--- config.mk ---
export PLATFORM = sky130hd
export DESIGN_NAME = serial_bit_feeder
export DESIGN_NICKNAME = d
export VERILOG_FILES = /design/src/rtl/serial_bit_feeder_pkg.sv /design/src/rtl/serial_bit_feeder.sv
export SDC_FILE = /design/constraint.sdc
export NUM_CORES = 1
export LEC_CHECK = 0
export BUFFER_PORTS_ARGS = -buffer_cell sky130_fd_sc_hd__buf_2
export CAP_MARGIN = 40
export CORE_MARGIN = 1.5
export CORE_UTILIZATION = 35
export CTS_CLUSTER_SIZE = 14
export DETAILED_ROUTE_END_ITERATION = 8
export PLACE_DENSITY = 0.6
export SETUP_SLACK_MARGIN = 0.3
export SYNTH_ARGS = -nofsm -noshare
export SYNTH_HDL_FRONTEND = slang
export SYNTH_SLANG_ARGS = --single-unit
--- constraint.sdc ---
create_clock -name clk -period 4.2 [get_ports clk]
set_input_delay 0.21 -clock clk [delete_from_list [all_inputs] [get_ports clk]]
set_output_delay 0.21 -clock clk [all_outputs]
set_load 0.03 [all_outputs]
--- src/rtl/serial_bit_feeder_pkg.sv ---
// feeder_pkg: definitions shared by the serial bit feeder and the benches
// that drive the downstream "101" sequence detector.
//   state_t              : feeder FSM state encoding (IDLE / SHIFT / GAP)
//   FEEDER_DEFAULT_WIDTH : default word width, also used by the detector bench
//   GAP_CNT_W            : width of the inter-word gap counter (gap up to 15)
package feeder_pkg;

    typedef enum logic [1:0] {
        ST_IDLE  = 2'b00,
        ST_SHIFT = 2'b01,
        ST_GAP   = 2'b10
    } state_t;

    localparam int FEEDER_DEFAULT_WIDTH = 8;
    localparam int GAP_CNT_W            = 4;

endpackage

--- src/rtl/serial_bit_feeder.sv ---
// serial_bit_feeder: parallel-in / serial-out stage feeding a 1-bit sequence
// detector. Accepts a WIDTH-bit word over valid/ready and shifts it out one
// bit per clock, driving IDLE_LEVEL between words and an optional gap.
// Ports:
//   clk       : clock, all state changes on posedge
//   reset     : asynchronous, active-low reset
//   in_data   : parallel word to serialise
//   in_valid  : upstream word is valid
//   in_ready  : feeder accepts a word on the next posedge
//   x_out     : serial bit stream (detector x input)
//   bit_valid : x_out carries a data bit this cycle
//   word_done : last bit of the current word is on x_out
//   busy      : feeder is not idle
module serial_bit_feeder
    import feeder_pkg::*;
#(
    parameter int   WIDTH      = FEEDER_DEFAULT_WIDTH,
    parameter int   MSB_FIRST  = 1,
    parameter int   GAP_CYCLES = 0,
    parameter logic IDLE_LEVEL = 1'b0
) (
    input  logic             clk,
    input  logic             reset,
    input  logic [WIDTH-1:0] in_data,
    input  logic             in_valid,
    output logic             in_ready,
    output logic             x_out,
    output logic             bit_valid,
    output logic             word_done,
    output logic             busy
);

    localparam int CNT_W   = $clog2(WIDTH);
    localparam int OUT_IDX = (MSB_FIRST != 0) ? WIDTH - 1 : 0;
    localparam bit HAS_GAP = (GAP_CYCLES > 0);

    localparam logic [CNT_W-1:0]     LAST_BIT = CNT_W'(WIDTH - 1);
    localparam logic [GAP_CNT_W-1:0] GAP_LAST = GAP_CNT_W'(HAS_GAP ? GAP_CYCLES - 1 : 0);

    state_t                 state_reg, state_next;
    logic [WIDTH-1:0]       shift_reg, shift_next;
    logic [CNT_W-1:0]       bit_cnt_reg, bit_cnt_next;
    logic [GAP_CNT_W-1:0]   gap_cnt_reg, gap_cnt_next;

    logic [WIDTH-1:0]       shifted;
    logic                   accept;
    logic                   last_bit;

    // Shift one position toward the output end; the vacated end fills with 0.
    genvar gi;
    generate
        for (gi = 0; gi < WIDTH; gi++) begin : g_shift
            if (MSB_FIRST != 0) begin : g_msb
                if (gi == 0) begin : g_end
                    assign shifted[gi] = 1'b0;
                end else begin : g_mid
                    assign shifted[gi] = shift_reg[gi-1];
                end
            end else begin : g_lsb
                if (gi == WIDTH - 1) begin : g_end
                    assign shifted[gi] = 1'b0;
                end else begin : g_mid
                    assign shifted[gi] = shift_reg[gi+1];
                end
            end
        end
    endgenerate

    assign last_bit = (state_reg == ST_SHIFT) && (bit_cnt_reg == LAST_BIT);
    assign accept   = in_valid && in_ready;

    // State register
    always_ff @(posedge clk or negedge reset) begin
        if (!reset) begin
            state_reg <= ST_IDLE;
        end else begin
            state_reg <= state_next;
        end
    end

    // Next-state logic
    always_comb begin
        state_next = state_reg;
        unique case (state_reg)
            ST_IDLE: begin
                if (accept) begin
                    state_next = ST_SHIFT;
                end
            end
            ST_SHIFT: begin
                if (last_bit) begin
                    if (HAS_GAP) begin
                        state_next = ST_GAP;
                    end else if (accept) begin
                        // Back-to-back: next word loads on the retiring edge.
                        state_next = ST_SHIFT;
                    end else begin
                        state_next = ST_IDLE;
                    end
                end
            end
            ST_GAP: begin
                if (gap_cnt_reg == GAP_LAST) begin
                    state_next = ST_IDLE;
                end
            end
            default: state_next = ST_IDLE;
        endcase
    end

    // Datapath: shift register, bit counter and gap counter
    always_comb begin
        shift_next   = shift_reg;
        bit_cnt_next = bit_cnt_reg;
        gap_cnt_next = gap_cnt_reg;
        if (accept) begin
            shift_next   = in_data;
            bit_cnt_next = '0;
        end else if (state_reg == ST_SHIFT) begin
            shift_next = shifted;
            if (last_bit) begin
                // Hold at WIDTH-1 rather than wrapping; arm the gap counter.
                gap_cnt_next = '0;
            end else begin
                bit_cnt_next = bit_cnt_reg + CNT_W'(1);
            end
        end
        if (state_reg == ST_GAP) begin
            gap_cnt_next = gap_cnt_reg + GAP_CNT_W'(1);
        end
    end

    always_ff @(posedge clk or negedge reset) begin
        if (!reset) begin
            shift_reg   <= '0;
            bit_cnt_reg <= '0;
            gap_cnt_reg <= '0;
        end else begin
            shift_reg   <= shift_next;
            bit_cnt_reg <= bit_cnt_next;
            gap_cnt_reg <= gap_cnt_next;
        end
    end

    // Outputs depend on registered state only
    assign bit_valid = (state_reg == ST_SHIFT);
    assign word_done = last_bit;
    assign x_out     = bit_valid ? shift_reg[OUT_IDX] : IDLE_LEVEL;
    assign in_ready  = (state_reg == ST_IDLE) || (word_done && !HAS_GAP);
    assign busy      = (state_reg != ST_IDLE);

endmodule

# --- Word level (Yosys, flattened, before mapping) ---
# Index checks and enable logic that the tools add are counted.
op_classes:
  add_sub_neg: 2
  eq_ne: 8
  mux: 15
  reduce_logical: 12
op_table:
  columns: ["cell", "n"]
  rows:
  - ["2-to-1 mux 4 bit", 4]
  - ["2-to-1 mux 8 bit", 2]
  - ["2-to-1 mux 3 bit", 3]
  - ["nonzero test 2 bit", 4]
  - ["2-to-1 mux 2 bit", 3]
  - ["!= test 2 x 1 -> 1 bit, second input constant", 3]
  - ["case mux 2 bit (3 select lines)", 1]
  - ["AND reduction 3 bit", 2]
  - ["adder 4 x 1 -> 4 bit, second input constant", 1]
  - ["zero test 4 bit", 1]
  - ["!= test 2 bit, second input constant", 2]
  - ["adder 3 x 1 -> 3 bit, second input constant", 1]
  - ["== test 3 bit, second input constant", 1]
  - ["== test 2 x 1 -> 1 bit, second input constant", 1]
  - ["== test 2 bit, second input constant", 1]
  - ["logical AND 1 bit", 2]
  - ["zero test 2 bit", 1]
  - ["2-to-1 mux 1 bit", 2]
  - ["AND reduction 2 bit", 1]
  - ["logical OR 1 bit", 1]
word_totals:
  register_bits: 17
  in_bits: 11
  out_inout_bits: 5

# --- Longest topological paths before layout ---
depth:
  word_depth: 7
  ltp_mapped: 7

# --- Worst setup path before layout ---
# Ideal clock, no wire load.
synth_path:
  path_kind: "reg-to-reg"
  from: "register bit_cnt_reg[0]"
  to: "register shift_reg[7]"
  setup_time_ns: 0.123
  t_arrival_ns: 1.429
  slack_ns: 2.648
  stages_incl_launch_ff: 7
  cell_sequence: "dfrtp_1 -> ha_1 -> ha_1 -> nand2b_1 -> buf_2 -> buf_6 -> o221a_2"
synth_via:
  elab_chain_len: 5
  elab_cells_between_ends: 6
synth_lines:
  columns: ["element", "line_no", "source"]
  rows:
  - ["start, declared", "serial_bit_feeder.sv:42", "logic [CNT_W-1:0] bit_cnt_reg, bit_cnt_next;"]
  - ["start signal, assigned", "serial_bit_feeder.sv:140", "bit_cnt_reg <= bit_cnt_next;"]
  - ["== test 3 bit *", "serial_bit_feeder.sv:69", "assign last_bit = (state_reg == ST_SHIFT) && (bit_cnt_reg == LAST_BIT);"]
  - ["logical AND 1 bit *", "serial_bit_feeder.sv:69", null]
  - ["logical OR 1 bit *", "serial_bit_feeder.sv:149", "assign in_ready = (state_reg == ST_IDLE) || (word_done && !HAS_GAP);"]
  - ["named net in_ready", "serial_bit_feeder.sv:26", "output logic in_ready,"]
  - ["logical AND 1 bit *", "serial_bit_feeder.sv:70", "assign accept = in_valid && in_ready;"]
  - ["2-to-1 mux 8 bit or nonzero test 2 bit (tied branches)", null, null]
  - ["end signal, assigned", "serial_bit_feeder.sv:139", "shift_reg <= shift_next;"]
  - ["end, declared", "serial_bit_feeder.sv:41", "logic [WIDTH-1:0] shift_reg, shift_next;"]
# The timed path passes the listed nets; every way through them passes the cells marked *.
# A chain may end at the register's enable or synchronous reset.

# --- Worst setup path after layout ---
layout_path:
  from: "register bit_cnt_reg[0]"
  to: "output port in_ready"
layout_via:
  elab_chain_len: 3
layout_lines:
  columns: ["element", "line_no"]
  rows:
  - ["== test 3 bit", "serial_bit_feeder.sv:69"]
  - ["logical AND 1 bit", "serial_bit_feeder.sv:69"]
  - ["logical OR 1 bit", "serial_bit_feeder.sv:149"]
  - ["end, declared", "serial_bit_feeder.sv:26"]
# Every way passes these cells.

==> flow_summary.json <==
{
  "outcome": "finished clean",
  "post_drt_via_cell_ratio": 5.000,
  "dp_hpwl_um": 799.5,
  "design.die.area_um2": 2073,
  "tritoncts": "built",
  "aggregate_routed_wire_length_mm": 1.209,
  "max_clock_freq_mhz": 504.8,
  "row_count": 15,
  "final_period_minus_worst_setup_slack_ps": 1981,
  "dr.first_iter.drc_count": 6,
  "fin_worst_hold_slack_ps": 209.8,
  "synth_fp_nets": 68,
  "worst-setup-path-type": "reg -> out",
  "grt_first_pass_wirelength_mm": 1.897,
  "io_buffer_count": 15,
  "drt_pass1_iterations": 4,
  "htreeDepth": 1,
  "finalCoreUtilization_pct": 43.30,
  "antenna_violating_nets_post_route": 0,
  "largest_reg_flops": 8,
  "drt_drc_violations_left": 0,
  "postCtsHoldBufs": 1,
  "ys_types": 18,
  "cts_setup_buffers": 0,
  "synth_mux_area_share_pct": 0,
  "initial_core_util_pct": 37.07,
  "maxCapViolCount": 0,
  "leakage_nw": 0.3750,
  "timing.final.setup_violations": 0,
  "drv_slew": 0,
  "first_global_vias": 430,
  "hold_path.class": "in -> reg",
  "clockBufferDepth": 2,
  "routed_via_count": 470,
  "synthToLayoutAreaGrowth_pct": 16.80,
  "rsz0062_at_grt": "no",
  "pre_cts_ws_ps": 2330,
  "num-nets-final": 84,
  "critPathLaunchType": "flip-flop",
  "antennaDiodeCount": 0,
  "grt_start_max_net_pins": 21,
  "dieHeight_um": 45.53,
  "post_synth_and_or_nand_nor_area_fraction_pct": 16.21,
  "cp_data_arrival_time_ps": 1770,
  "worst_slew_margin_rel_pct": 59.52,
  "num-fill-cells": 176,
  "floorplan.core_area_um2": 1708,
  "yosysSeqAreaShare_pct": 47.43,
  "synth-seq-cells": 12,
  "ys_top_cells_by_area": "dfrtp_1 (47%), o221a_2 (12%), a211o_1 (9.7%)",
  "finalWorstSetupSlack_ps": 2219,
  "die-width_um": 45.53,
  "area_of_combinational_cells_with_multiple_inputs_um2": 292.8,
  "worst_setup_path_end_kind": "primary output",
  "clk_pin_slew_worst_paths_ps": 80,
  "power_density_nw_per_um2": 615.9,
  "clock_skew_ps": 5.650,
  "ctsResizeCount": 0,
  "pin_count": 16,
  "syn_avg_cell_area_um2": 11.51,
  "antenna_found_initial": 0,
  "placedInstanceArea_um2": 706.9,
  "gp_routability_congestion": 0.6964,
  "r2r_slack_ps": 2310,
  "root_buffer": "clkbuf_4",
  "post_route_cells_drive_above_1_share_pct": 36.23,
  "design_area_um2": 739.5,
  "timing_worst_slew_pin_value_ps": 607.2,
  "synthesized_area_fraction_occupied_by_ao_oa_aoi_and_oai_cells_pct": 26.09,
  "irDropWorstVdd_v": 0.0001960,
  "residual_overflow_from_global_routing": 0,
  "clock_buffer_count_from_cts": 3,
  "synthAdderAreaFrac_pct": 3.953,
  "synth_top_family_by_area": "compound AO/OA/AOI/OAI gates",
  "clock_latency_ps": 260,
  "syn-instance-count": 55,
  "crit_required_ps": 3990,
  "global_route.usage.total_pct": 12.80,
  "synth.top_cell.area_share_pct": 47.43,
  "detailed_route_wire_length_per_cell_um": 12.86,
  "post-route-period-util_pct": 47.17,
  "cell_taking_the_most_area_after_synthesis": "dfrtp_1",
  "syn-cell-area_um2": 633.1,
  "report.final.hold_viol_count": 0,
  "cts_num_sinks": 12,
  "synth-warning-count": 0,
  "regArea_um2": 300.3,
  "synth-xor-area-share_pct": 0,
  "crit_fanout": 17,
  "fin_setup_tns_ps": 0
}
[logic make-up after synthesis]
kind of cell | count (synthesis)
flip-flops | 12
adder cells (fa/ha/maj) | 2
buffers and inverters | 7
AND/OR/NAND/NOR | 16
AO/OA/AOI/OAI | 18
[synthesized netlist by cell type (all sizes together)]
library cell / instances
o21ai: 3
o221a: 7
clkbuf: 1
a211o: 7
ha: 2
and2b: 3
nor2b: 4
nor2: 1
nand2b: 2
nand3b: 3
buf: 4
inv: 2
and2: 2
dfrtp: 12
a32o: 1
nand2: 1
[through the flow]
step                std cells  total power, mW
floorplan                  55           0.3567
global placement           90           0.3845
detailed placement         90           0.3885
CTS                        94           0.4591
global route               94           0.4903
finish                     94           0.4555
[worst max-delay path: stages, from the launching register on]
cell and delay (ps):
dfrtp_1 390, ha_1 200, ha_1 180, nand2b_1 410, buf_2 330
[cell usage in the layout, fill, tap and decap left out, types with 2 or more instances in the layout]
cell type,Yosys,routed
ha_1,2,2
inv_1,2,2
nor2b_1,4,4
o21ai_0,3,3
and2b_1,3,3
and2_1,2,2
a211o_1,7,7
dfrtp_1,12,12
nand3b_1,3,3
nand2b_1,2,2
clkbuf_4,0,3
buf_2,2,15
o221a_2,7,7
[worst paths after layout]
kind / startpoint / cells after the start / end
min in group asynchronous: reset / 2 / shift_reg[5]
max: bit_cnt_reg[0] / 4 / in_ready
min: in_data[5] / 2 / shift_reg[5]
max reg2reg: bit_cnt_reg[0] / 5 / shift_reg[1]
min reg2reg: bit_cnt_reg[0] / 1 / bit_cnt_reg[0]
max in group asynchronous: reset / 2 / shift_reg[0]
[layout make-up]
class	instances	share of cell area, %
inverters	2	1.015
multi-input cells	36	39.59
clock buffers	3	3.046
flip-flops and latches	12	40.61
repair buffers	16	11.51
well taps	25	4.230
[routing by layer]
metal / up-vias / part of all wire (%) / track usage, %
met5: - / 0 / 0
met4: 0 / 1.2 / 7.059
met3: 2 / 4.6 / 2.381
met2: 13 / 44 / 18.59
met1: 219 / 50 / 17.69
li1: 236 / - / -
[power breakdown]
| group | leakage [nW] | internal (mW) | switching (mW) |
|---|---|---|---|
| combinational | 0.208 | 0.0867 | 0.101 |
| sequential | 0.153 | 0.159 | 0.0392 |
| clock | 0.0138 | 0.0331 | 0.0362 |
Note: power is estimated with default switching activity, not from simulation.
